--- src/rtl/tuner_phy_pkg.sv ---
// Shared types for the tuner sweep controller slice.
// Struct field widths follow the default tune-code / power widths.
package tuner_phy_pkg;

    localparam int unsigned SWEEP_DAC_WIDTH = 8;
    localparam int unsigned SWEEP_ADC_WIDTH = 8;

    typedef enum logic [1:0] {
        IDLE,
        ISSUE,
        UPDATE,
        DONE
    } sweep_state_e;

    typedef struct packed {
        logic [SWEEP_DAC_WIDTH-1:0] code_start;
        logic [SWEEP_DAC_WIDTH-1:0] code_end;
        logic [SWEEP_DAC_WIDTH-1:0] code_step;
    } sweep_cfg_t;

    typedef struct packed {
        logic [SWEEP_DAC_WIDTH-1:0] code;
        logic [SWEEP_ADC_WIDTH-1:0] power;
    } sweep_result_t;

endpackage

--- src/rtl/tuner_txn_if.sv ---
// Tuner transaction channel between the sweep controller (ctrl) and the
// tuner transaction adapter. A transaction completes when val && rdy.
interface tuner_txn_if #(
    parameter int unsigned DAC_WIDTH = tuner_phy_pkg::SWEEP_DAC_WIDTH,
    parameter int unsigned ADC_WIDTH = tuner_phy_pkg::SWEEP_ADC_WIDTH
);
    logic                 val;
    logic [DAC_WIDTH-1:0] tune_code;
    logic                 rdy;
    logic [ADC_WIDTH-1:0] meas_power;

    modport ctrl (
        output val,
        output tune_code,
        input  rdy,
        input  meas_power
    );

    modport adapter (
        input  val,
        input  tune_code,
        output rdy,
        output meas_power
    );
endinterface

--- src/rtl/tuner_peak_track.sv ---
// Registered maximum tracker. A sample replaces the stored peak only when
// no peak is held yet or its power is strictly greater, so ties keep the
// earlier sample. Clear drops the valid flag but leaves the last peak
// visible until the first new sample arrives.
module tuner_peak_track #(
    parameter int unsigned DAC_WIDTH = 8,
    parameter int unsigned ADC_WIDTH = 8
) (
    input  logic                 i_clk,
    input  logic                 i_rst,
    input  logic                 i_clear,
    input  logic                 i_samp_val,
    input  logic [DAC_WIDTH-1:0] i_samp_code,
    input  logic [ADC_WIDTH-1:0] i_samp_power,
    output logic [DAC_WIDTH-1:0] o_peak_code,
    output logic [ADC_WIDTH-1:0] o_peak_power
);
    logic peak_valid_q;

    // Peak register: clear on new sweep, load on first or strictly larger sample.
    always_ff @(posedge i_clk or posedge i_rst) begin
        if (i_rst) begin
            peak_valid_q <= 1'b0;
            o_peak_code  <= '0;
            o_peak_power <= '0;
        end else if (i_clear) begin
            peak_valid_q <= 1'b0;
        end else if (i_samp_val && (!peak_valid_q || (i_samp_power > o_peak_power))) begin
            peak_valid_q <= 1'b1;
            o_peak_code  <= i_samp_code;
            o_peak_power <= i_samp_power;
        end
    end
endmodule

--- src/rtl/tuner_sweep_ctrl.sv ---
// Search-channel sweep controller: steps a tune code from start to end,
// issues one tuner transaction per code, reports each sample and tracks
// the code of maximum power.
// Optional build macro TUNER_SWEEP_AVG_EN: issue 2^AVG_LOG2 transactions
// per code and report the averaged power.
module tuner_sweep_ctrl
    import tuner_phy_pkg::*;
#(
    parameter int unsigned DAC_WIDTH = SWEEP_DAC_WIDTH,
    parameter int unsigned ADC_WIDTH = SWEEP_ADC_WIDTH,
    parameter int unsigned AVG_LOG2  = 2
) (
    input  logic                 i_clk,
    input  logic                 i_rst,
    input  logic                 i_start,
    input  logic                 i_abort,
    input  logic [DAC_WIDTH-1:0] i_code_start,
    input  logic [DAC_WIDTH-1:0] i_code_end,
    input  logic [DAC_WIDTH-1:0] i_code_step,
    tuner_txn_if.ctrl            txn_if,
    output logic                 o_busy,
    output logic                 o_done,
    output logic                 o_aborted,
    output logic [DAC_WIDTH-1:0] o_peak_code,
    output logic [ADC_WIDTH-1:0] o_peak_power,
    output logic                 o_samp_val,
    output logic [DAC_WIDTH-1:0] o_samp_code,
    output logic [ADC_WIDTH-1:0] o_samp_power
);
    sweep_state_e         state_q, state_d;
    sweep_cfg_t           cfg_in;
    sweep_result_t        samp;
    logic [DAC_WIDTH-1:0] cur_q, end_q, step_q;
    logic [DAC_WIDTH:0]   next_code;
    logic                 abort_pend_q;
    logic                 abort_now;
    logic                 last_code;
    logic                 fire;
    logic                 start_ok;
    logic                 samp_last;
    logic [ADC_WIDTH-1:0] code_power;

`ifdef TUNER_SWEEP_AVG_EN
    localparam int unsigned CNT_W   = (AVG_LOG2 > 0) ? AVG_LOG2 : 1;
    localparam int unsigned SAMPLES = 1 << AVG_LOG2;

    logic [ADC_WIDTH+AVG_LOG2-1:0] acc_q;
    logic [CNT_W-1:0]              samp_cnt_q;

    assign samp_last  = (samp_cnt_q == CNT_W'(SAMPLES - 1));
    assign code_power = ADC_WIDTH'(acc_q >> AVG_LOG2);
`else
    logic [ADC_WIDTH-1:0] meas_q;

    assign samp_last  = 1'b1;
    assign code_power = meas_q;
`endif

    // Step 0 behaves as 1 so a sweep always makes progress.
    assign cfg_in.code_start = i_code_start;
    assign cfg_in.code_end   = i_code_end;
    assign cfg_in.code_step  = (i_code_step == '0) ? DAC_WIDTH'(1) : i_code_step;

    assign start_ok  = (state_q == IDLE) && i_start;
    assign fire      = txn_if.val && txn_if.rdy;
    assign abort_now = abort_pend_q || i_abort;

    // One extra bit so a step past the top code ends the sweep instead of wrapping.
    assign next_code = {1'b0, cur_q} + {1'b0, step_q};
    assign last_code = abort_now || (cur_q >= end_q) || (next_code > {1'b0, end_q});

    assign txn_if.tune_code = cur_q;

    assign samp.code    = cur_q;
    assign samp.power   = code_power;
    assign o_samp_code  = samp.code;
    assign o_samp_power = samp.power;

    // State register.
    always_ff @(posedge i_clk or posedge i_rst) begin
        if (i_rst) state_q <= IDLE;
        else       state_q <= state_d;
    end

    // Next-state decode and per-state handshake/status outputs.
    always_comb begin
        state_d    = state_q;
        txn_if.val = 1'b0;
        o_busy     = 1'b1;
        o_done     = 1'b0;
        o_samp_val = 1'b0;
        case (state_q)
            IDLE: begin
                o_busy = 1'b0;
                if (i_start) state_d = ISSUE;
            end
            ISSUE: begin
                txn_if.val = 1'b1;
                if (fire && samp_last) state_d = UPDATE;
            end
            UPDATE: begin
                o_samp_val = 1'b1;
                state_d    = last_code ? DONE : ISSUE;
            end
            DONE: begin
                o_done  = 1'b1;
                state_d = IDLE;
            end
            default: state_d = IDLE;
        endcase
    end

    // Sweep datapath: config capture, code stepping, abort latch, measurement capture.
    always_ff @(posedge i_clk or posedge i_rst) begin
        if (i_rst) begin
            cur_q        <= '0;
            end_q        <= '0;
            step_q       <= '0;
            abort_pend_q <= 1'b0;
            o_aborted    <= 1'b0;
`ifdef TUNER_SWEEP_AVG_EN
            acc_q        <= '0;
            samp_cnt_q   <= '0;
`else
            meas_q       <= '0;
`endif
        end else begin
            case (state_q)
                IDLE: begin
                    if (start_ok) begin
                        cur_q        <= cfg_in.code_start;
                        end_q        <= cfg_in.code_end;
                        step_q       <= cfg_in.code_step;
                        abort_pend_q <= 1'b0;
                        o_aborted    <= 1'b0;
                    end
                end
                ISSUE: begin
                    abort_pend_q <= abort_pend_q || i_abort;
                    if (fire) begin
`ifdef TUNER_SWEEP_AVG_EN
                        acc_q      <= acc_q + (ADC_WIDTH + AVG_LOG2)'(txn_if.meas_power);
                        samp_cnt_q <= samp_last ? '0 : samp_cnt_q + 1'b1;
`else
                        meas_q     <= txn_if.meas_power;
`endif
                    end
                end
                UPDATE: begin
                    abort_pend_q <= abort_now;
`ifdef TUNER_SWEEP_AVG_EN
                    acc_q        <= '0;
`endif
                    if (last_code) o_aborted <= abort_now;
                    else           cur_q     <= next_code[DAC_WIDTH-1:0];
                end
                DONE: begin
                    abort_pend_q <= abort_pend_q || i_abort;
                end
                default: ;
            endcase
        end
    end

    tuner_peak_track #(
        .DAC_WIDTH (DAC_WIDTH),
        .ADC_WIDTH (ADC_WIDTH)
    ) u_peak (
        .i_clk        (i_clk),
        .i_rst        (i_rst),
        .i_clear      (start_ok),
        .i_samp_val   (o_samp_val),
        .i_samp_code  (cur_q),
        .i_samp_power (code_power),
        .o_peak_code  (o_peak_code),
        .o_peak_power (o_peak_power)
    );
endmodule

--- src/flat_wrapper.sv ---
// flat-port wrapper written by rule: the top's interface ports become plain ports
module tuner_sweep_ctrl_flat import tuner_phy_pkg::*;
#(
    parameter int unsigned DAC_WIDTH = SWEEP_DAC_WIDTH,
    parameter int unsigned ADC_WIDTH = SWEEP_ADC_WIDTH,
    parameter int unsigned AVG_LOG2  = 2
)
  (i_clk, i_rst, i_start, i_abort, i_code_start, i_code_end, i_code_step, o_busy, o_done, o_aborted, o_peak_code, o_peak_power, o_samp_val, o_samp_code, o_samp_power, txn_if_val, txn_if_tune_code, txn_if_rdy, txn_if_meas_power);
  tuner_txn_if #(.DAC_WIDTH(DAC_WIDTH), .ADC_WIDTH(ADC_WIDTH)) txn_if_i ();
  input  logic i_clk;
  input  logic i_rst;
  input  logic i_start;
  input  logic i_abort;
  input  logic [DAC_WIDTH-1:0] i_code_start;
  input  logic [DAC_WIDTH-1:0] i_code_end;
  input  logic [DAC_WIDTH-1:0] i_code_step;
  output logic o_busy;
  output logic o_done;
  output logic o_aborted;
  output logic [DAC_WIDTH-1:0] o_peak_code;
  output logic [ADC_WIDTH-1:0] o_peak_power;
  output logic o_samp_val;
  output logic [DAC_WIDTH-1:0] o_samp_code;
  output logic [ADC_WIDTH-1:0] o_samp_power;
  output wire logic [$bits(txn_if_i.val)-1:0] txn_if_val;
  output wire logic [$bits(txn_if_i.tune_code)-1:0] txn_if_tune_code;
  input wire logic [$bits(txn_if_i.rdy)-1:0] txn_if_rdy;
  input wire logic [$bits(txn_if_i.meas_power)-1:0] txn_if_meas_power;
  assign txn_if_val = txn_if_i.val;
  assign txn_if_tune_code = txn_if_i.tune_code;
  assign txn_if_i.rdy = txn_if_rdy;
  assign txn_if_i.meas_power = txn_if_meas_power;
  tuner_sweep_ctrl #(.DAC_WIDTH(DAC_WIDTH), .ADC_WIDTH(ADC_WIDTH), .AVG_LOG2(AVG_LOG2)) u_core (.i_clk(i_clk), .i_rst(i_rst), .i_start(i_start), .i_abort(i_abort), .i_code_start(i_code_start), .i_code_end(i_code_end), .i_code_step(i_code_step), .txn_if(txn_if_i), .o_busy(o_busy), .o_done(o_done), .o_aborted(o_aborted), .o_peak_code(o_peak_code), .o_peak_power(o_peak_power), .o_samp_val(o_samp_val), .o_samp_code(o_samp_code), .o_samp_power(o_samp_power));
endmodule
--- config.mk ---
export PLATFORM = sky130hd
export DESIGN_NAME = tuner_sweep_ctrl_flat
export DESIGN_NICKNAME = d
export VERILOG_FILES = /design/src/rtl/tuner_phy_pkg.sv /design/src/rtl/tuner_txn_if.sv /design/src/rtl/tuner_peak_track.sv /design/src/rtl/tuner_sweep_ctrl.sv /design/src/flat_wrapper.sv
export SDC_FILE = /design/constraint.sdc
export NUM_CORES = 1
export LEC_CHECK = 0
export ABC_AREA = 1
export CAP_MARGIN = 10
export CORE_UTILIZATION = 55
export CTS_CLUSTER_SIZE = 8
export DETAILED_ROUTE_END_ITERATION = 8
export DONT_BUFFER_PORTS = 1
export PLACE_DENSITY = 0.81
export RECOVER_POWER = 100
export SETUP_SLACK_MARGIN = 0.02
export SLEW_MARGIN = 30
export SYNTH_ARGS = -nofsm -noshare
export SYNTH_HDL_FRONTEND = slang
export SYNTH_SLANG_ARGS = --single-unit
--- constraint.sdc ---
create_clock -name i_clk -period 3.9 [get_ports i_clk]
set_input_delay 0.585 -clock i_clk [delete_from_list [all_inputs] [get_ports i_clk]]
set_output_delay 0.585 -clock i_clk [all_outputs]
set_load 0.01 [all_outputs]
## Yosys cells after proc, flatten, opt, wreduce, memory -nomap -nowiden

Cells that the tools add are included.

| word-level totals | value |
|---|---|
| logic and storage cells | 60 |
| register bits after elaboration | 53 |
| output and inout bits | 45 |
| input bits | 37 |

| cells by class | value |
|---|---|
| add/sub/neg operators | 1 |
| reductions and logical operators | 19 |
| equality and inequality tests | 8 |
| muxes and demuxes | 18 |
| $lt $le $gt $ge | 3 |
| bitwise logic cells | 1 |

Operator list:

| kind | number |
|---|---|
| 8-bit two-way mux | 3 |
| 8-bit one-hot mux with 2 select lines | 1 |
| 8-bit by 8-bit adder with 9-bit output | 1 |
| 9-bit by 8-bit > comparator with 1-bit output | 1 |
| 8-bit >= comparator | 1 |
| 8-bit > comparator | 1 |
| 8-bit logical NOT | 1 |
| 1-bit two-way mux | 8 |
| 2-bit one-hot mux with 4 select lines | 1 |
| 2-bit AND reduction | 4 |
| 2-bit two-way mux | 3 |
| 2-bit by 1-bit inequality test with 1-bit output (second input constant) | 3 |
| 3-bit AND reduction | 2 |
| 2-bit == test (second input constant) | 2 |
| 1-bit logical OR | 4 |
| 2-bit inequality test (second input constant) | 2 |
| 1-bit one-hot mux with 2 select lines | 2 |
| 2-bit nonzero test | 2 |
| 1-bit logical AND | 3 |
| 3-bit OR reduction | 1 |
| 2-bit by 1-bit == test with 1-bit output (second input constant) | 1 |
| 2-bit logical NOT | 1 |
| 1-bit logical NOT | 1 |
| 1-bit NOT | 1 |

## Depth between registers and ports, before layout

Gate-level depths: netlist of run 1.

| depth | value |
|---|---|
| word-level depth | 5 |
| mapped depth | 19 |

## Hierarchy

Synthesis of run 1 repeated with hierarchy kept, for this count alone.

| unflattened totals | value |
|---|---|
| cells, all modules | 397 |
| area total of the unflattened synthesis | 3,264.4 µm² |

By module, submodules not included:

| module | instances | cells an instance | sequential area each (µm²) | area an instance (µm²) |
|---|---|---|---|---|
| tuner_sweep_ctrl | 1 | 285 | 900.9 | 2,347.3 |
| tuner_peak_track | 1 | 112 | 425.4 | 917.1 |

## Least setup slack after synthesis of run 1

OpenSTA, ideal clock, no wires.

| timing | value |
|---|---|
| path type | register to register |
| from | register u_core.cur_q[0] (netlist: u_core.o_samp_code[0]) |
| to | register u_core.cur_q[1] (netlist: u_core.o_samp_code[1]) |
| clock period less this slack | 2.615 ns |
| data arrival time | 2.498 ns |
| slack | 1.285 ns |
| setup time | 0.117 ns |
| cell stages (with the launch flop) | 20 |
| cell sequence | dfrtp_1 -> ha_1 -> fa_1 -> nand3_1 -> nand2_2 -> xor2_1 -> ha_1 -> nand2_1 -> nor2_1 -> nand2_1 -> nand3_1 -> nand2_1 -> nand2_1 -> nand2_1 -> nand2_1 -> nand2_2 -> nand4_4 -> nand2_4 -> nand2_1 -> nand2_1 |

| on the way | value |
|---|---|
| longest elaborated chain between the ends | 5 |
| elaborated cells on any way between the ends | 9 |
| those cells by class | add/sub (1); order compare (2); eq/ne (1); mux (2); reduce/logical (3) |

RTL lines:

| element | line | RTL |
|---|---|---|
| start: declaration | tuner_sweep_ctrl.sv:33 | `logic [DAC_WIDTH-1:0] cur_q, end_q, step_q;` |
| start signal: assignment | tuner_sweep_ctrl.sv:131 | `cur_q <= cfg_in.code_start;` |
| start signal: assignment | tuner_sweep_ctrl.sv:155 | `else cur_q <= next_code[DAC_WIDTH-1:0];` |
| 8-bit by 8-bit adder with 9-bit output or 8-bit >= comparator (tied branches) | tuner_sweep_ctrl.sv:69, tuner_sweep_ctrl.sv:70 |  |
| 9-bit by 8-bit > comparator with 1-bit output or 1-bit logical OR (tied branches) | tuner_sweep_ctrl.sv:70 | `assign last_code = abort_now \|\| (cur_q >= end_q) \|\| (next_code > {1'b0, end_q});` |
| 1-bit logical OR | tuner_sweep_ctrl.sv:70 |  |
| 2-bit inequality test (no line) | -- |  |
| 3-bit AND reduction (no line) | -- |  |

Several ways; a longest one is shown, not always the timed one. The select of a mux whose other input is x is not followed.
A chain may end at the register's enable or synchronous reset.

## Worst setup path in the final report of run 1

| timing | value |
|---|---|
| from | register u_core.state_q[0] |
| to | register u_core.u_peak.o_peak_power[0] |

| on the way | value |
|---|---|
| longest elaborated chain between the ends | 4 |
| elaborated cells on any way between the ends | 7 |
| those cells by class | eq/ne (1); mux (1); bitwise (1); reduce/logical (4) |

RTL lines:

| element | line | RTL |
|---|---|---|
| start: declaration | tuner_sweep_ctrl.sv:30 | `sweep_state_e state_q, state_d;` |
| start signal: assignment | tuner_sweep_ctrl.sv:82 | `else state_q <= state_d;` |
| 2-bit == test | tuner_sweep_ctrl.sv:92 | `case (state_q)` |
| 1-bit two-way mux | tuner_sweep_ctrl.sv:92 |  |
| net o_samp_val | flat_wrapper.sv:22 | `output logic o_samp_val;` |
| 1-bit logical AND | tuner_peak_track.sv:28 | `end else if (i_samp_val && (!peak_valid_q \|\| (i_samp_power > o_peak_power))) begin` |
| 2-bit AND reduction (no line) | -- |  |
| end signal: assignment | tuner_peak_track.sv:31 | `o_peak_power <= i_samp_power;` |
| end: declaration | tuner_peak_track.sv:16 | `output logic [ADC_WIDTH-1:0] o_peak_power` |

The timed path passes the listed nets, and every way through them passes these cells.

==> metrics.md, run 1 <==
| Metric | Value |
|---|---|
| Outcome | complete, but fails checks |
| Failing checks | capacitance limit, slew limit |
| Max VDD drop | 0.000408 V |
| First-pass GRT wire length | 11.0 mm |
| Layout area overhead | 0.469% |
| FFs w/ async S/R, synth | 100% |
| YS warnings | 0 |
| I/O pin count | 82 |
| Cell taking the most area after synthesis | dfrtp_1 |
| ANT nets after route | 0 |
| Mean post-synth cell area | about 8.4 um2 |
| Final core area utilization | 57.7% |
| Placed cell count | between 400 and 500 |
| Switch share | 50.6% |
| Post-cts resize count | 0 |
| Area contributors post-synth | dfrtp_1 41%, nand2_1 13%, ha_1 13%, inv_1 5.3%, nand3_1 3.6% |
| Share of cells above drive strength 1 | 6.43% |
| Post-synth EDFFs | 0 |
| PwrDens | 1010 nW/um2 |
| Inserted Diodes | 0 |
| Post-route DRC | 0 |
| Syn Nets | 451 |
| H-tree depth | 2 |
| Clock sink count | 53 |
| Layout Skew | roughly 2.1 ps |
| Most common cell in the netlist | nand2_1 |
| PortBufs | 0 |
| Comb power frac | 54.3% |
| Leak | 1.72 nW |
| Share of the synthesized area in the top cell type | around two fifths |
| Post-synthesis cell count | 381 |
| Gr ovfl total | 0 |
| Worst Path Max Fanout | 26 |
| Arrival @ worst endpoint | 3460 ps |
| CTS buffer count | 5 |
| Cell area after synthesis | 3200 um2 |
| Core Rows | 27 |
| RSZ-0062 raised after global routing | no |
| Minimum clock period | about 3300 ps |
| Initial antenna violation count | 0 |
| Die H | 78.3 um |
| Final Setup Violations | 0 |
| Core area | 5570 um2 |
| NetSw | 1.64 mW |
| Final instance count without filler cells | 445 |
| Synth Flop Type | dfrtp_1 |
| Wirelength, routed | roughly 6.7 mm |
| Multi-input gate area | 1520 um2 |
| Via count | around 2400 |
| CTS root buf | clkbuf_8 |
| TritonCTS clock tree | built |
| Slew Limit Headroom | -52.4% |
| Tightest Pin Transition | 2270 ps |
| Int Power | 1.60 mW |
| Setup tns final | 0 ps |
| Seq/Total Area, Yosys | 41.4% |
| Fin crit share | 83.5% |
| Die area | 6130 um2 |
| Dpl hpwl | between 5 and 6 mm |
| Initial DRT Pass Iterations | 4 |
| Width of the die | roughly 78 um |
| Total track usage | 23.1% |
| Maximum clock frequency | 307 MHz |
| Netlist cell types | 32 |
| Largest net degree at the start of global routing | 54 |
| Post-synth top cells | 109 x nand2_1, 53 x dfrtp_1, 45 x inv_1, 32 x ha_1, 23 x nand3_1 |
| Clock Path Buffers | 2 |
| Final net count | 442 |
| Initial Util | 57.4% |
| Drt wl/cell | roughly 15 um |
| Vias/cell | around 5.4 |
| Sequential cell area | 1330 um2 |
| Fin. Hold Viols | 0 |
| Min-Delay Path Class | in2reg |
| Post-CTS Hold Fix Bufs | 0 |
| Critical Path Start Type | register |
| Max-cap viol count | 2 |
| Worst EP required | 4110 ps |
| Sequential power share | 36.2% |
| Final GP Congestion | 0.876 |
| Vias in the first global route | 2368 |
| Clk_lat worst skew | slightly above 300 ps |
| Clk network pwr share | 9.6% |
| Postcts setup bufs | 0 |
| Fill count | 517 |
| Worst-path clk slew | approximately 90 ps |
| CP endpoint kind | register |
| Fin. max-slew vios | 76 |
| Critical path class | reg2reg |
| Seq cells post-synth | 53 |
| Initial DRC Count | 146 |
[worst paths after layout]
path	from	end	slack [ps]	cells past startpoint
max	u_core.state_q[0]$_DFFE_PP0P_	u_core.u_peak.o_peak_power[0]$_DFFE_PP0P_	640	3
min	i_code_step[4]	u_core.step_q[4]$_DFFE_PP0P_	390	2
max reg2reg	u_core.state_q[0]$_DFFE_PP0P_	u_core.u_peak.o_peak_power[0]$_DFFE_PP0P_	640	3
min reg2reg	u_core.step_q[5]$_DFFE_PP0P_	u_core.step_q[5]$_DFFE_PP0P_	480	2
max in group asynchronous	i_rst	u_core.end_q[6]$_DFFE_PP0P_	2110	1
min in group asynchronous	i_rst	u_core.u_peak.o_peak_power[0]$_DFFE_PP0P_	750	1
[flip-flops by register name, indices dropped and copies added, names as in the netlist, 2 cells and up]
name                        cells
u_core.end_q                    8
u_core.o_samp_code              8
u_core.o_samp_power             8
u_core.step_q                   8
u_core.u_peak.o_peak_code       8
u_core.u_peak.o_peak_power      8
u_core.state_q                  2
[critical path, stage by stage, from the launching register on]
cell and delay, ps:
dfrtp_1 440, nor2_1 1370, nand2_1 920, o21ai_0 410
[power groups by stage]
stage | combinational [mW] | sequential, mW | clock, mW
after CTS | 1.81 | 1.18 | 0.316
after global routing | 2.04 | 1.21 | 0.340
after detailed placement | 1.79 | 1.19 | 0
after global placement | 1.69 | 1.18 | 0
after floorplan | 1.57 | 1.07 | 0
final | 1.76 | 1.17 | 0.309
[final cells by class]
type,count,area share [%]
Timing Repair Buffer,1,0.117
Inverter,51,5.99
Sequential cell,53,41.2
Tap cell,72,2.80
Multi-Input combinational cell,260,47.1
Clock inverter,2,0.467
Clock buffer,6,2.26
[per-layer routing]
layer / up-vias / routed length, um / share of wire [%] / GRT usage (%)
met1: 1129 / 2650 / 39 / 25.7
met2: 81 / 3380 / 50 / 41.3
met5: - / 0 / 0 / 0
met4: 0 / 147 / 2.2 / 7.59
met3: 16 / 534 / 7.9 / 7.67
li1: 1192 / - / - / -
[cells by family (layout without fill, tap and decap cells)]
logic type	after synthesis	after routing	synth area share, %
simple gates	164	164	23.0
flops	53	53	41.4
fa+ha+maj	33	33	13.1
compound gates	53	53	9.30
buf+inv	68	60	10.0
xor+xnor	5	5	1.37
mux	5	5	1.76
[layout by cell type, fill, tap and decap left out, drive strengths merged]
cell type and instances:
o211ai 1, clkinvlp 3, o21bai 1, dfrtp 53, o21ai 26, a41oi 1
nand3 24, clkinv 1, nand4 4, or2 2, nand2 116, nor4 1
xor2 5, clkbuf 7, inv 49, a31oi 1, fa 1, ha 32
nor2 17, a21oi 23, mux2 5
[metrics by stage]
stage | cell area (um2) | setup WS, ps | hold slack [ps] | power, mW
after floorplan | 3200 | 1290 | 446 | 2.64
after global placement | 3170 | 1070 | 459 | 2.87
after detailed placement | 3170 | 912 | 463 | 2.99
after CTS | 3260 | 877 | 248 | 3.31
after global routing | 3220 | 380 | 392 | 3.59
final | 3220 | 645 | 388 | 3.24
Power figures use the tool's default switching activity.
==> inputs of run 2 (changes only) <==
==> constraint.sdc (replaced) <==
create_clock -name i_clk -period 3.2 [get_ports i_clk]
set_input_delay 0.48 -clock i_clk [delete_from_list [all_inputs] [get_ports i_clk]]
set_output_delay 0.48 -clock i_clk [all_outputs]
set_load 0.01 [all_outputs]
==> run 2 against run 1 <==
Effect of this change: sequential share of layout area is 0.76 points lower; utilization is 1.1 points higher; final area is 1.9% higher; the flow still finishes with violations (capacitance limit, slew limit).
==> metrics.md, run 2 (synthesized netlist as in run 1, its figures left out) <==
| Metric | Value |
|---|---|
| Clock sink count | 53 (unchanged) |
| Largest net degree at the start of global routing | 54 (unchanged) |
| CP endpoint kind | register (unchanged) |
| Hold path endpoint | u_core.step_q[4]$_DFFE_PP0P_ (unchanged) |
| Min-Delay Path Class | in2reg (unchanged) |
| NetSw | 2.04 mW (was 1.64 mW) |
| Core area | 5570 um2 (unchanged) |
| Most common cell after layout, fill and taps aside | nand2_1 (unchanged) |
| Comb power frac | 56.3% (was 54.3%) |
| Final core area utilization | 58.8% (was 57.7%) |
| Clock Path Buffers | 2 (unchanged) |
| Arrival @ worst endpoint | 3110 ps (was 3460 ps) |
| H-tree depth | 2 (unchanged) |
| Fin. Hold Viols | 0 (unchanged) |
| Clk_lat worst skew | 310 ps (about the same) |
| Critical path class | reg2reg (unchanged) |
| RSZ-0062 raised after global routing | no (unchanged) |
| PwrDens | 1250 nW/um2 (was 1010 nW/um2) |
| Gr ovfl total | 0 (unchanged) |
| PortBufs | 0 (unchanged) |
| Outcome | complete, but fails checks (unchanged) |
| Vias in the first global route | 2473 (was 2368) |
| Slew Limit Headroom | -53.9% (was -52.4%) |
| Worst r2r path cells | 19 (was 3) |
| Minimum clock period | 2920 ps (was 3260 ps) |
| Int Power | 2.05 mW (was 1.60 mW) |
| Share of cells above drive strength 1 | 6.84% (was 6.43%) |
| Postcts setup bufs | 0 (unchanged) |
| Fin. max-slew vios | 54 (was 76) |
| Final worst setup slack | 283 ps (was 645 ps) |
| Initial antenna violation count | 0 (unchanged) |
| Initial DRT Pass Iterations | 4 (unchanged) |
| Setup tns final | 0 ps (unchanged) |
| Maximum clock frequency | 343 MHz (was 307 MHz) |
| Worst Hold Launch | i_code_step[4] (unchanged) |
| Layout Skew | 9.79 ps (was 2.05 ps) |
| Critical Path Start Type | register (unchanged) |
| Total power | 4.08 mW (was 3.24 mW) |
| Width of the die | 78.3 um (unchanged) |
| First-pass GRT wire length | 11.4 mm (was 11.0 mm) |
| Post-CTS Hold Fix Bufs | 0 (unchanged) |
| Dpl hpwl | 5.41 mm (was 5.12 mm) |
| Worst EP required | 3400 ps (was 4110 ps) |
| CTS buffer count | 5 (unchanged) |
| Layout area overhead | 2.34% (was 0.469%) |
| Fill count | 519 (was 517) |
| Failing checks | capacitance limit, slew limit (unchanged) |
| Fin crit share | 91.1% (was 83.5%) |
| Worst Path Max Fanout | 9 (was 26) |
| Drt wl/cell | 15.5 um (was 15.1 um) |
| Clk network pwr share | 11.2% (was 9.6%) |
| Initial Util | 57.4% (unchanged) |
| Final GP Congestion | 0.889 (was 0.876) |
| Worst-path clk slew | 100 ps (was 90 ps) |
| Total track usage | 24.2% (was 23.1%) |
| Post-cts resize count | 0 (unchanged) |
| Sequential power share | 32.5% (was 36.2%) |
| Initial DRC Count | 173 (was 146) |
| Final Setup Violations | 0 (unchanged) |
| Leak | 1.75 nW (was 1.72 nW) |
| Post-route DRC | 0 (unchanged) |
| Tightest Pin Transition | 2300 ps (was 2270 ps) |
| Die area | 6130 um2 (unchanged) |
| Hold Crit Depth | 2 (unchanged) |
| Max-cap viol count | 1 (was 2) |
| Wirelength, routed | 7.01 mm (was 6.72 mm) |
| Inserted Diodes | 0 (unchanged) |
| ANT nets after route | 0 (unchanged) |
| Core Rows | 27 (unchanged) |
| I/O pin count | 82 (unchanged) |
| TritonCTS clock tree | built (unchanged) |
| Max VDD drop | 0.000615 V (was 0.000408 V) |
| Switch share | 49.9% (was 50.6%) |
| Reg-to-reg slack, setup | 280 ps (was 640 ps) |
| Vias/cell | 5.52 (was 5.43) |
| Die H | 78.3 um (unchanged) |
| Critical R2R Launch | u_core.o_samp_code[0]$_DFFE_PP0P_ (was u_core.state_q[0]$_DFFE_PP0P_) |
| CTS root buf | clkbuf_8 (unchanged) |
| Most frequent cells in the layout | 113 x nand2_1, 53 x dfrtp_1, 46 x inv_1 (was 114 x nand2_1, 53 x dfrtp_1, 46 x inv_1) |
| Via count | 2496 (was 2418) |
| Final net count | 449 (was 442) |
| Setup WS pre-CTS | 430 ps (was 912 ps) |
| Reg-to-reg endpoint | u_core.o_samp_code[5]$_DFFE_PP0P_ (was u_core.u_peak.o_peak_power[0]$_DFFE_PP0P_) |
-- run 2: cell count changes in the layout (fill, tap and decap cells not counted), sizes merged --
cell,change
bufinv,+1
clkbuf,+7
clkinv,+1
clkinvlp,-2
-- run 2: power by group through the flow --
| stage | combinational, mW | sequential (mW) | clock [mW] |
|---|---|---|---|
| global route | 2.66 | 1.37 | 0.493 |
| finish | 2.30 | 1.33 | 0.459 |
| global placement | 2.25 | 1.32 | 0 |
| CTS | 2.40 | 1.33 | 0.468 |
| detailed placement | 2.39 | 1.35 | 0 |
| floorplan | 1.91 | 1.31 | 0 |
-- run 2: area by class of cell --
class,instances,area (um2),area share (%)
clock buffer,6,72.6,2.21
clock inverter,2,38.8,1.18
inverter,51,193,5.88
multi-input combinational,260,1530,46.6
sequential,53,1330,40.5
tap,72,90.1,2.75
timing repair buffer,8,30.0,0.916
-- run 2: worst max-delay path by stage --
stage,from,end,slack (ps),cells past startpoint
floorplan,u_core.o_samp_code[0]$_DFFE_PP0P_,u_core.o_samp_code[1]$_DFFE_PP0P_,590,19
global placement,u_core.o_samp_code[0]$_DFFE_PP0P_,u_core.o_samp_code[0]$_DFFE_PP0P_,550,19
detailed placement,u_core.o_samp_code[0]$_DFFE_PP0P_,u_core.o_samp_code[2]$_DFFE_PP0P_,430,19
CTS,u_core.o_samp_code[0]$_DFFE_PP0P_,u_core.o_samp_code[6]$_DFFE_PP0P_,380,19
global route,u_core.o_samp_code[0]$_DFFE_PP0P_,u_core.o_samp_code[5]$_DFFE_PP0P_,90,19
finish,u_core.o_samp_code[0]$_DFFE_PP0P_,u_core.o_samp_code[5]$_DFFE_PP0P_,280,19
-- run 2: metal layers --
metal  routed length [um]  GRT usage (%)  vias up  share of wire [%]
met2                 3590           43.1       89                 51
met3                  582           8.84        6                8.3
met4                   56           6.48        0               0.80
met1                 2780           27.2     1190                 40
li1                     -              -     1211                  -
met5                    0              0        -                  0
-- run 2: critical path, stage by stage, from the launching register on --
cell and delay [ps]:
dfrtp_1 410, ha_1 230, fa_1 400, nand3_1 100, nand2_1 90, xor2_1 160, ha_1 300, nand2_1 80
nor2_1 160, nand2_1 80, nand3_1 80, nand2_1 50, nand2_1 60, nand2_1 50, nand2_1 50, nand2_1 90
nand4_4 170, nand2_4 100, nand2_1 100, nand2_1 50
-- run 2: metrics by stage --
stage	hold WS, ps	instances	area [um2]
CTS	147	452	3340
global placement	460	444	3220
finish	283	452	3280
floorplan	446	381	3200
detailed placement	478	444	3230
global route	270	452	3280
==> inputs of run 3 (changes only) <==
--- a/config.mk
+++ b/config.mk
@@ -5,7 +5,7 @@
 export SDC_FILE = /design/constraint.sdc
 export NUM_CORES = 1
 export LEC_CHECK = 0
-export ABC_AREA = 1
+export ABC_AREA = 0
 export CAP_MARGIN = 10
 export CORE_UTILIZATION = 55
 export CTS_CLUSTER_SIZE = 8
==> run 3 against run 2 <==
Effect of this change: the run ends with capacitance limit, slew limit, setup timing left; synthesized area is 4.1% lower; register-to-register slack lost 470 ps; sequential share of layout area is 2.0 points lower; clock power grew 4%; hold slack got worse by 9.7 ps; setup slack worse by 470 ps; global-route usage grew 0.74 points; clock skew grew 0.68 ps; wire length barely moved; first-iteration DRC count decreased by 54%; via count shrank 9.8%; critical path type unchanged.
==> metrics.md, run 3 <==
| Metric | Value |
|---|---|
| Seq cells post-synth | 53 (unchanged) |
| Wirelength, routed | 7.00 mm (was 7.01 mm) |
| Min-Delay Path Class | in2reg (unchanged) |
| Worst EP required | 3410 ps (was 3400 ps) |
| Critical R2R Launch | u_core.step_q[1]$_DFFE_PP0P_ (was u_core.o_samp_code[0]$_DFFE_PP0P_) |
| Die area | 5890 um2 (was 6130 um2) |
| Total track usage | 25.0% (was 24.2%) |
| Initial antenna violation count | 0 (unchanged) |
| Hold Crit Depth | 2 (unchanged) |
| Cell taking the most area after synthesis | dfrtp_1 (unchanged) |
| TritonCTS clock tree | built (unchanged) |
| Maximum clock frequency | 296 MHz (was 343 MHz) |
| Area contributors post-synth | dfrtp_1 43%, ha_1 13%, nand2_1 6.0%, mux2_2 5.5%, mux2_4 4.4% (was dfrtp_1 41%, nand2_1 13%, ha_1 13%, inv_1 5.3%, nand3_1 3.6%) |
| Inserted Diodes | 0 (unchanged) |
| Initial Util | 58.6% (was 57.4%) |
| PortBufs | 0 (unchanged) |
| Minimum clock period | 3380 ps (was 2920 ps) |
| Clock Path Buffers | 2 (unchanged) |
| Layout Skew | 10.5 ps (was 9.79 ps) |
| Gr ovfl total | 0 (unchanged) |
| Die H | 76.7 um (was 78.3 um) |
| Post-route DRC | 0 (unchanged) |
| Clock sink count | 53 (unchanged) |
| Tightest Pin Transition | 2240 ps (was 2300 ps) |
| Worst-path clk slew | 90 ps (was 100 ps) |
| Worst Hold Launch | i_code_step[3] (was i_code_step[4]) |
| Width of the die | 76.7 um (was 78.3 um) |
| Via count | 2251 (was 2496) |
| CTS buffer count | 5 (unchanged) |
| Critical Path Start Type | register (unchanged) |
| Share of cells above drive strength 1 | 21.7% (was 6.84%) |
| CP endpoint kind | register (unchanged) |
| First-pass GRT wire length | 11.3 mm (was 11.4 mm) |
| Dpl hpwl | 5.09 mm (was 5.41 mm) |
| Initial DRC Count | 80 (was 173) |
| Slew Limit Headroom | -49.9% (was -53.9%) |
| Most common cell after layout, fill and taps aside | dfrtp_1 (was nand2_1) |
| Final worst setup slack | -182 ps (was 283 ps) |
| Failing checks | capacitance limit, slew limit, setup timing (was capacitance limit, slew limit) |
| Arrival @ worst endpoint | 3590 ps (was 3110 ps) |
| Mean post-synth cell area | 10.3 um2 (was 8.40 um2) |
| Layout area overhead | 12.3% (was 2.34%) |
| Critical path class | reg2reg (unchanged) |
| Post-CTS Hold Fix Bufs | 0 (unchanged) |
| Drt wl/cell | 18.0 um (was 15.5 um) |
| Final net count | 387 (was 449) |
| Most common cell in the netlist | dfrtp_1 (was nand2_1) |
| Netlist cell types | 45 (was 32) |
| Core Rows | 26 (was 27) |
| Post-synthesis cell count | 299 (was 381) |
| Final instance area | 3450 um2 (was 3280 um2) |
| Clk_lat worst skew | 310 ps (about the same) |
| FFs w/ async S/R, synth | 100% (unchanged) |
| PwrDens | 1390 nW/um2 (was 1250 nW/um2) |
| Hold path endpoint | u_core.step_q[3]$_DFFE_PP0P_ (was u_core.step_q[4]$_DFFE_PP0P_) |
| ANT nets after route | 0 (unchanged) |
| Worst r2r path cells | 14 (was 19) |
| I/O pin count | 82 (unchanged) |
| H-tree depth | 2 (unchanged) |
| RSZ-0062 raised after global routing | yes (was no) |
| Seq/Total Area, Yosys | 43.2% (was 41.4%) |
| Leak | 1.63 nW (was 1.75 nW) |
| Synth Flop Type | dfrtp_1 (unchanged) |
| Fin crit share | 106% (was 91.1%) |
| Syn Nets | 369 (was 451) |
| Cell area after synthesis | 3070 um2 (was 3200 um2) |
| Core area | 5240 um2 (was 5570 um2) |
| Post-synth top cells | 53 x dfrtp_1, 49 x nand2_1, 32 x ha_1, 27 x inv_1, 15 x mux2_2 (was 109 x nand2_1, 53 x dfrtp_1, 45 x inv_1, 32 x ha_1, 23 x nand3_1) |
| CTS root buf | clkbuf_8 (unchanged) |
| Share of the synthesized area in the top cell type | 43.2% (was 41.4%) |
| Fin. Hold Viols | 0 (unchanged) |
| Vias/cell | 5.80 (was 5.52) |
| Worst Path Max Fanout | 5 (was 9) |
| Vias in the first global route | 2383 (was 2473) |
| Max-cap viol count | 1 (unchanged) |
| Initial DRT Pass Iterations | 4 (unchanged) |
| Final Setup Violations | 8 (was 0) |
| Final GP Congestion | 0.873 (was 0.889) |
| Setup WS pre-CTS | -153 ps (was 430 ps) |
| Reg-to-reg slack, setup | -180 ps (was 280 ps) |
| Placed inst area | 3240 um2 (was 3230 um2) |
| Outcome | complete, but fails checks (unchanged) |
| Fin. max-slew vios | 54 (unchanged) |
| Reg-to-reg endpoint | u_core.o_samp_code[3]$_DFFE_PP0P_ (was u_core.o_samp_code[5]$_DFFE_PP0P_) |
| Max VDD drop | 0.000715 V (was 0.000615 V) |
| YS warnings | 0 (unchanged) |
| Post-synth EDFFs | 0 (unchanged) |
| Most frequent cells in the layout | 52 x dfrtp_1, 49 x nand2_1, 27 x ha_1 (was 113 x nand2_1, 53 x dfrtp_1, 46 x inv_1) |
| Largest net degree at the start of global routing | 54 (unchanged) |
[run 3: repair_timing]
action / in CTS / in global routing
setup buffers: 6 / 1
setup endpoints to repair: 9 / 10
gates resized for setup: 6 / 15
pin swaps: 17 / 6
[run 3: worst max path at each step]
stage / startpoint / end / slack [ps] / depth (start not counted)
after CTS: u_core.step_q[1]$_DFFE_PP0P_ / u_core.o_samp_code[6]$_DFFE_PP0P_ / -70 / 15
after detailed placement: u_core.o_samp_code[1]$_DFFE_PP0P_ / u_core.o_samp_code[4]$_DFFE_PP0P_ / -150 / 15
after floorplan: u_core.o_samp_code[0]$_DFFE_PP0P_ / u_core.o_samp_code[7]$_DFFE_PP0P_ / 2 / 16
after global placement: u_core.step_q[0]$_DFFE_PP0P_ / u_core.o_samp_code[0]$_DFFE_PP0P_ / -50 / 16
after global routing: u_core.step_q[1]$_DFFE_PP0P_ / u_core.o_samp_code[1]$_DFFE_PP0P_ / -330 / 15
final: u_core.step_q[1]$_DFFE_PP0P_ / u_core.o_samp_code[3]$_DFFE_PP0P_ / -180 / 14
[run 3: per-layer routing]
metal	share of wire, %	global-route usage [%]	vias to the layer above	routed length [um]
met3	4.9	5.12	26	344
li1	-	-	1062	-
met1	42	29.5	1079	2970
met5	0	0	-	0
met4	3.7	11.3	0	260
met2	49	43.4	84	3430
[run 3: through the flow]
step	cells	TNS (ps)	power, mW	util [%]	hold slack (ps)
2_1_floorplan	299	0	3.30	-	450
3_3_place_gp	373	-229	3.82	61.8	468
3_5_place_dp	373	-968	3.98	61.8	481
4_1_cts	387	-426	4.65	65.6	144
5_1_grt	388	-2580	5.18	65.8	268
6_report	388	-1250	4.81	65.8	273
[run 3: power by group]
group / internal [mW] / total [mW] / switching [mW] / leakage, nW
registers: 0.999 / 1.35 / 0.347 / 0.636
clock network: 0.254 / 0.476 / 0.221 / 0.0574
logic: 1.41 / 2.98 / 1.57 / 0.938
total: 2.67 / 4.81 / 2.14 / 1.63
[run 3: area by class of cell]
cell class / count / area (um2)
repair buffers: 25 / 173
clock buffers: 6 / 82.6
clock inverters: 2 / 37.5
fillers: 425 / 1790
inverters: 27 / 103
well taps: 70 / 87.6
flip-flops and latches: 53 / 1330
multi-input cells: 205 / 1640
[run 3: kinds of logic (layout without fill, tap and decap cells)]
family          count (synthesis)  in the layout  synth area share (%)
flops                          53             53                  43.2
compound gates                 58             58                  13.0
xor+xnor                        4              4                  1.14
simple gates                   85             85                  12.1
buf+inv                        41             60                  6.60
fa+ha+maj                      33             33                  13.7
mux                            25             25                  10.2
[run 3: critical path, cell delays in order (launching register included)]
cell and delay (ps):
dfrtp_1 440, ha_4 270, a211oi_4 220, nor2_2 60, or4_4 480, a21oi_2 140
xor2_1 190, inv_1 110, ha_4 180, a211oi_4 190, o211ai_1 160, o211ai_2 180
nand4_1 230, and2_4 260, a21o_1 160
